File: src/rtl/ram_port_arbiter.sv
// Arbiter for a single-port unified RAM shared by instruction fetch (IF) and the data port (D).
// Defining RAM_ARB_ALIGN_CHECK_EN turns misaligned granted requests into non-issued, zero-data completions.
module ram_port_arbiter #(
    parameter int RD_LATENCY   = 1,
    parameter int MAX_D_STREAK = 4
) (
    input  logic        clk,
    input  logic        reset,
    input  logic        if_req,
    input  logic [31:0] if_addr,
    output logic        if_gnt,
    output logic        if_rvalid,
    output logic [31:0] if_rdata,
    input  logic        d_req,
    input  logic        d_we,
    input  logic [31:0] d_addr,
    input  logic [31:0] d_wdata,
    output logic        d_gnt,
    output logic        d_rvalid,
    output logic [31:0] d_rdata,
    output logic [29:0] ram_address,
    output logic [31:0] ram_data,
    output logic        ram_wren,
    input  logic [31:0] ram_q,
    output logic        busy,
    output logic        align_err
);

`ifdef RAM_ARB_ALIGN_CHECK_EN
    localparam bit ALIGN_CHECK = 1'b1;
`else
    localparam bit ALIGN_CHECK = 1'b0;
`endif

    typedef enum logic {
        S_IDLE = 1'b0,
        S_WAIT = 1'b1
    } state_t;

    localparam logic       OWN_IF     = 1'b0;
    localparam logic       OWN_D      = 1'b1;
    localparam logic [1:0] LAT_INIT   = 2'(RD_LATENCY - 1);
    localparam logic [3:0] STREAK_MAX = 4'(MAX_D_STREAK);

    state_t      state_q, state_d;
    logic [1:0]  lat_q, lat_d;
    logic        owner_q, owner_d;
    logic [29:0] addr_q, addr_d;
    logic [3:0]  streak_q, streak_d;
    logic [31:0] if_rdata_q, if_rdata_d;
    logic [31:0] d_rdata_q, d_rdata_d;
    logic        align_err_q, align_err_d;
    logic        drop_q, drop_d;

    logic        done;
    logic        can_grant;
    logic        pick_if;
    logic        any_gnt;
    logic        rd_issue;
    logic        misaligned;
    logic [31:0] gnt_addr;
    logic [31:0] ret_data;

    always_comb begin
        // The completion cycle of a read counts as idle, so back-to-back reads need no bubble.
        done      = (state_q == S_WAIT) && (lat_q == 2'd0);
        can_grant = !reset && ((state_q == S_IDLE) || done);

        // Data wins a tie unless it has already starved a pending fetch for MAX_D_STREAK grants.
        pick_if   = if_req && (!d_req || (streak_q == STREAK_MAX));
        if_gnt    = can_grant && pick_if;
        d_gnt     = can_grant && d_req && !pick_if;
        any_gnt   = if_gnt || d_gnt;

        gnt_addr   = if_gnt ? if_addr : d_addr;
        misaligned = ALIGN_CHECK && (gnt_addr[1:0] != 2'b00);
        rd_issue   = if_gnt || (d_gnt && !d_we);

        ram_address = reset ? 30'd0 : (any_gnt ? gnt_addr[31:2] : addr_q);
        ram_data    = d_wdata;
        ram_wren    = d_gnt && d_we && !misaligned;

        // A misaligned read never reached the RAM, so it returns zero instead of ram_q.
        ret_data  = drop_q ? 32'h0 : ram_q;
        if_rvalid = !reset && done && (owner_q == OWN_IF);
        d_rvalid  = !reset && done && (owner_q == OWN_D);
        if_rdata  = reset ? 32'h0 : (if_rvalid ? ret_data : if_rdata_q);
        d_rdata   = reset ? 32'h0 : (d_rvalid ? ret_data : d_rdata_q);
        busy      = !reset && (state_q == S_WAIT) && !done;
        align_err = !reset && align_err_q;

        state_d = state_q;
        lat_d   = lat_q;
        owner_d = owner_q;
        addr_d  = addr_q;
        drop_d  = drop_q;
        if (any_gnt) begin
            addr_d = gnt_addr[31:2];
        end
        if (rd_issue) begin
            state_d = S_WAIT;
            lat_d   = LAT_INIT;
            owner_d = d_gnt ? OWN_D : OWN_IF;
            drop_d  = misaligned;
        end else if (done) begin
            state_d = S_IDLE;
        end else if (state_q == S_WAIT) begin
            lat_d = lat_q - 2'd1;
        end

        if (!if_req || if_gnt) begin
            streak_d = 4'd0;
        end else if (d_gnt && (streak_q != STREAK_MAX)) begin
            streak_d = streak_q + 4'd1;
        end else begin
            streak_d = streak_q;
        end

        if_rdata_d  = if_rdata;
        d_rdata_d   = d_rdata;
        align_err_d = align_err_q || (any_gnt && misaligned);
    end

    always_ff @(posedge clk) begin
        if (reset) begin
            state_q     <= S_IDLE;
            lat_q       <= 2'd0;
            owner_q     <= OWN_IF;
            addr_q      <= 30'd0;
            streak_q    <= 4'd0;
            if_rdata_q  <= 32'h0;
            d_rdata_q   <= 32'h0;
            align_err_q <= 1'b0;
            drop_q      <= 1'b0;
        end else begin
            state_q     <= state_d;
            lat_q       <= lat_d;
            owner_q     <= owner_d;
            addr_q      <= addr_d;
            streak_q    <= streak_d;
            if_rdata_q  <= if_rdata_d;
            d_rdata_q   <= d_rdata_d;
            align_err_q <= align_err_d;
            drop_q      <= drop_d;
        end
    end

endmodule
File: config.mk
export PLATFORM = sky130hd
export DESIGN_NAME = ram_port_arbiter
export DESIGN_NICKNAME = d
export VERILOG_FILES = /design/src/rtl/ram_port_arbiter.sv
export SDC_FILE = /design/constraint.sdc
export NUM_CORES = 1
export LEC_CHECK = 0
export CAP_MARGIN = 40
export CORE_MARGIN = 4
export CORE_UTILIZATION = 23
export CTS_BUF_LIST = sky130_fd_sc_hd__clkbuf_2 sky130_fd_sc_hd__clkbuf_4 sky130_fd_sc_hd__clkbuf_8
export DETAILED_ROUTE_END_ITERATION = 8
export HOLD_SLACK_MARGIN = 0.12
export SYNTH_ARGS = -nofsm -noshare
export SYNTH_HDL_FRONTEND = slang
export SYNTH_SLANG_ARGS = --single-unit
File: constraint.sdc
create_clock -name clk -period 2.9 [get_ports clk]
set_input_delay 0.725 -clock clk [delete_from_list [all_inputs] [get_ports clk]]
set_output_delay 0.725 -clock clk [all_outputs]
set_load 0.02 [all_outputs]
==> results.json <==
{
  "ys.flop_type": "dfxtp_1",
  "io-pin-count": 266,
  "met3_wirelength_mm": 2.04,
  "drt_iter0_drc": 196,
  "htreeDepth": 3,
  "slew_violations": 0,
  "ys_types": 36,
  "remaining_drc_errors": 0,
  "nFillCells": 1981,
  "io_buffers": 196,
  "route.layer.met1.wl_mm": 7.65,
  "reg2reg_from": "streak_q[0]",
  "status": "finished with violations",
  "setup_ws_ns": -0.0347,
  "path_delay_family": "buffers and inverters",
  "rsz0062_at_grt": "true",
  "synth_edf_count": 0,
  "synth_top_area_share_pct": 44.0,
  "synth_fp_nets": 745,
  "routabilityCongestion": 0.791,
  "rr_endpoint": "addr_q[19]",
  "layout-drive-gt1-share_pct": 34.1,
  "clk_latency_ns": 0.39,
  "grt-ovfl-total": 0,
  "cts_tree": "yes",
  "synthTopCellsByCount": "nand2_1, o21ai_0, dfxtp_1, nor3_1, buf_4",
  "finalPower_w": 0.00324,
  "r2r_setup_slack_ns": 0.70,
  "num_vias": 5170,
  "holdCritStartpoint": "d_rdata_q[30]",
  "maxCapViolCount": 0,
  "hold_viol_final": 0,
  "synthArstFlopShare_pct": 0,
  "endpoint_kind": "output pin",
  "crit_chain": "inv_2, ha_4, nand3b_1, a21boi_4, buf_12, buf_16, nor3_2, nor4_2, buf_4",
  "cts-root-buf": "clkbuf_8",
  "layout_worst_path_cycle_share_pct": 101,
  "min_path_type": "register to register",
  "worst-path-buf-inv": 4,
  "chipHeight_um": 150,
  "final_antenna_net_count": 0,
  "synth_largest_area_cell": "dfxtp_1",
  "die-area_um2": 22500,
  "die_x_um": 150,
  "violations": "negative setup slack",
  "finalSetupViolCount": 7,
  "clock_sinks": 102,
  "antenna_found_initial": 0,
  "core_um2": 19700,
  "slowest_stage": "dfxtp_2",
  "synth_warnings": 0,
  "min_to": "d_rdata_q[30]",
  "vdd_drop_max_uv": 258,
  "postSynthCellCount": 609,
  "fin_crit_ns": 2.93,
  "setup_tns_ns": -0.133,
  "area_growth_pct": 75.2,
  "seq_area_frac_synth_pct": 44.0,
  "clock_skew_ns": 0.0162,
  "grt_pass1_vias": 5031,
  "fmax_mhz": 341,
  "regArea_um2": 2050,
  "worstSetupPathType": "register to output pin",
  "multi_input_area_um2": 2560,
  "dr_wl_met2_mm": 8.22,
  "critPathMaxStageDelay_ns": 0.33,
  "cp-start-kind": "register",
  "layoutNonFillerInstCount": 1118,
  "antenna-diode-count": 0,
  "grt_pass1_wl_mm": 27.1,
  "grt_max_degree": 34,
  "num_rows": 51,
  "critPathArrivalTime_ns": 2.21,
  "reg2reg_depth": 14,
  "synth_most_common_cell": "nand2_1",
  "wl_per_cell_um": 16.4,
  "p_per_area_nw_per_um2": 398,
  "synth_seq_cells": 102,
  "wl_mm": 18.4,
  "p_leak_nw": 3.32,
  "crit_fanout": 6,
  "dp_slack_ns": -0.749,
  "routed.top_layer": "met4",
  "cts_buffers": 9,
  "syn_area_per_cell_um2": 7.62,
  "gr-usage-all-layers_pct": 15.3,
  "cts_hold_buf": 0,
  "hold_path_depth": 2,
  "dr.pass1.iters": 4,
  "hpwl_mm": 11.0,
  "worstPathRequired_ns": 2.17,
  "viasPerCell": 4.62,
  "start_util_pct": 23.6,
  "netlist_area_um2": 4640,
  "clockBufferDepth": 2,
  "final_net_count": 984,
  "dpl.cell_count": 1040,
  "clk_pin_slew_ns": 0.10,
  "synth_area_leaders": "dfxtp_1, o21ai_0, nand2_1"
}
-- final cells by class --
type / instances / area share (%)
Timing Repair Buffer: 307 / 36.8
Clock buffer: 9 / 1.52
Inverter: 7 / 0.323
Clock inverter: 7 / 0.692
Tap cell: 265 / 4.08
Sequential cell: 102 / 25.2
Multi-Input combinational cell: 421 / 31.4
-- flip-flops by register name, summed over array words and instances, names as in the netlist --
name,cells
addr_q,30
state_q,1
if_rdata_q,32
d_rdata_q,32
lat_q,2
streak_q,4
owner_q,1
-- routing by layer --
metal / up-vias / GRT usage, %
li1: 2537 / -
met2: 225 / 25.1
met1: 2377 / 18.0
met4: 0 / 4.89
met3: 31 / 6.63
met5: - / 0
-- where the power goes --
group | leakage [nW] | switching, W | total (W) | internal, W
Combinational | 2.39 | 0.000408 | 0.000848 | 0.000440
Sequential | 0.835 | 0.0000242 | 0.00150 | 0.00147
Clock | 0.0959 | 0.000568 | 0.000893 | 0.000326
Total | 3.32 | 0.00100 | 0.00324 | 0.00224
-- worst max path at each step --
| stage | startpoint | end | cells past startpoint |
|---|---|---|---|
| 2_1_floorplan | reset | ram_address[0] | 5 |
| 3_3_place_gp | reset | ram_address[10] | 8 |
| 3_5_place_dp | reset | ram_address[10] | 8 |
| 4_1_cts | streak_q[0] | ram_address[19] | 9 |
| 5_1_grt | streak_q[0] | ram_address[8] | 9 |
| 6_report | streak_q[0] | ram_address[12] | 9 |
-- stage by stage --
stage	cell area, um2	utilization, %	hold WS (ns)
6_report	8130	41.4	0.476
5_1_grt	8130	41.4	0.493
4_1_cts	7760	39.5	0.481
3_5_place_dp	6970	35.5	0.463
3_3_place_gp	6970	35.5	0.457
2_1_floorplan	4640	-	0.446
-- worst reg2reg max path: stages (launching register included) --
cell and delay [ns]:
dfxtp_2 0.33, inv_2 0.07, ha_4 0.14, and3b_2 0.23
o21ai_4 0.06, buf_12 0.15, buf_16 0.14, nor3_1 0.19
nor4_2 0.07, buf_4 0.16, buf_4 0.12, buf_4 0.12
buf_4 0.12, buf_4 0.12, buf_4 0.12
-- cell usage in the layout, fill, tap and decap left out, types with 3 or more instances in the layout --
cell / n
o21ai_1: 7
dfxtp_2: 4
clkdlybuf4s50_1: 93
clkbuf_8: 9
clkdlybuf4s15_2: 6
a31o_2: 3
mux2i_1: 5
nor2_2: 5
nor2_4: 4
nor4_4: 5
clkdlybuf4s15_1: 8
buf_4: 96
buf_12: 13
dfxtp_1: 98
nor4_2: 17
nor3_4: 7
buf_16: 11
buf_2: 29
nor3_2: 15
buf_6: 23
nor4_1: 4
inv_2: 5
nor3_1: 39
nand2_1: 130
nor2_1: 24
o21ai_0: 124
dlygate4sd2_1: 15
clkbuf_2: 12
-- cells by family after synthesis --
logic type,Yosys count,synth area share (%)
xor gates and xnor gates,1,0.189
adders and majority gates,3,0.808
other,1,0.0808
AOI/OAI and AO/OA,142,16.0
DFF,102,44.0
buffers and inverters,88,10.9
and+or+nand+nor,267,26.9
muxes,5,1.08
-- timing repair --
| item | CTS | global route |
|---|---|---|
| endpoints found under the hold margin | 0 | 0 |
| resized for setup | 420 | 140 |
| gates cloned | 13 | 0 |
| pin swaps | 28 | 25 |
| buffers inserted | 31 | 18 |
| endpoints found under the setup margin | 100 | 83 |
No activity file was read; power rests on OpenSTA's default activity.
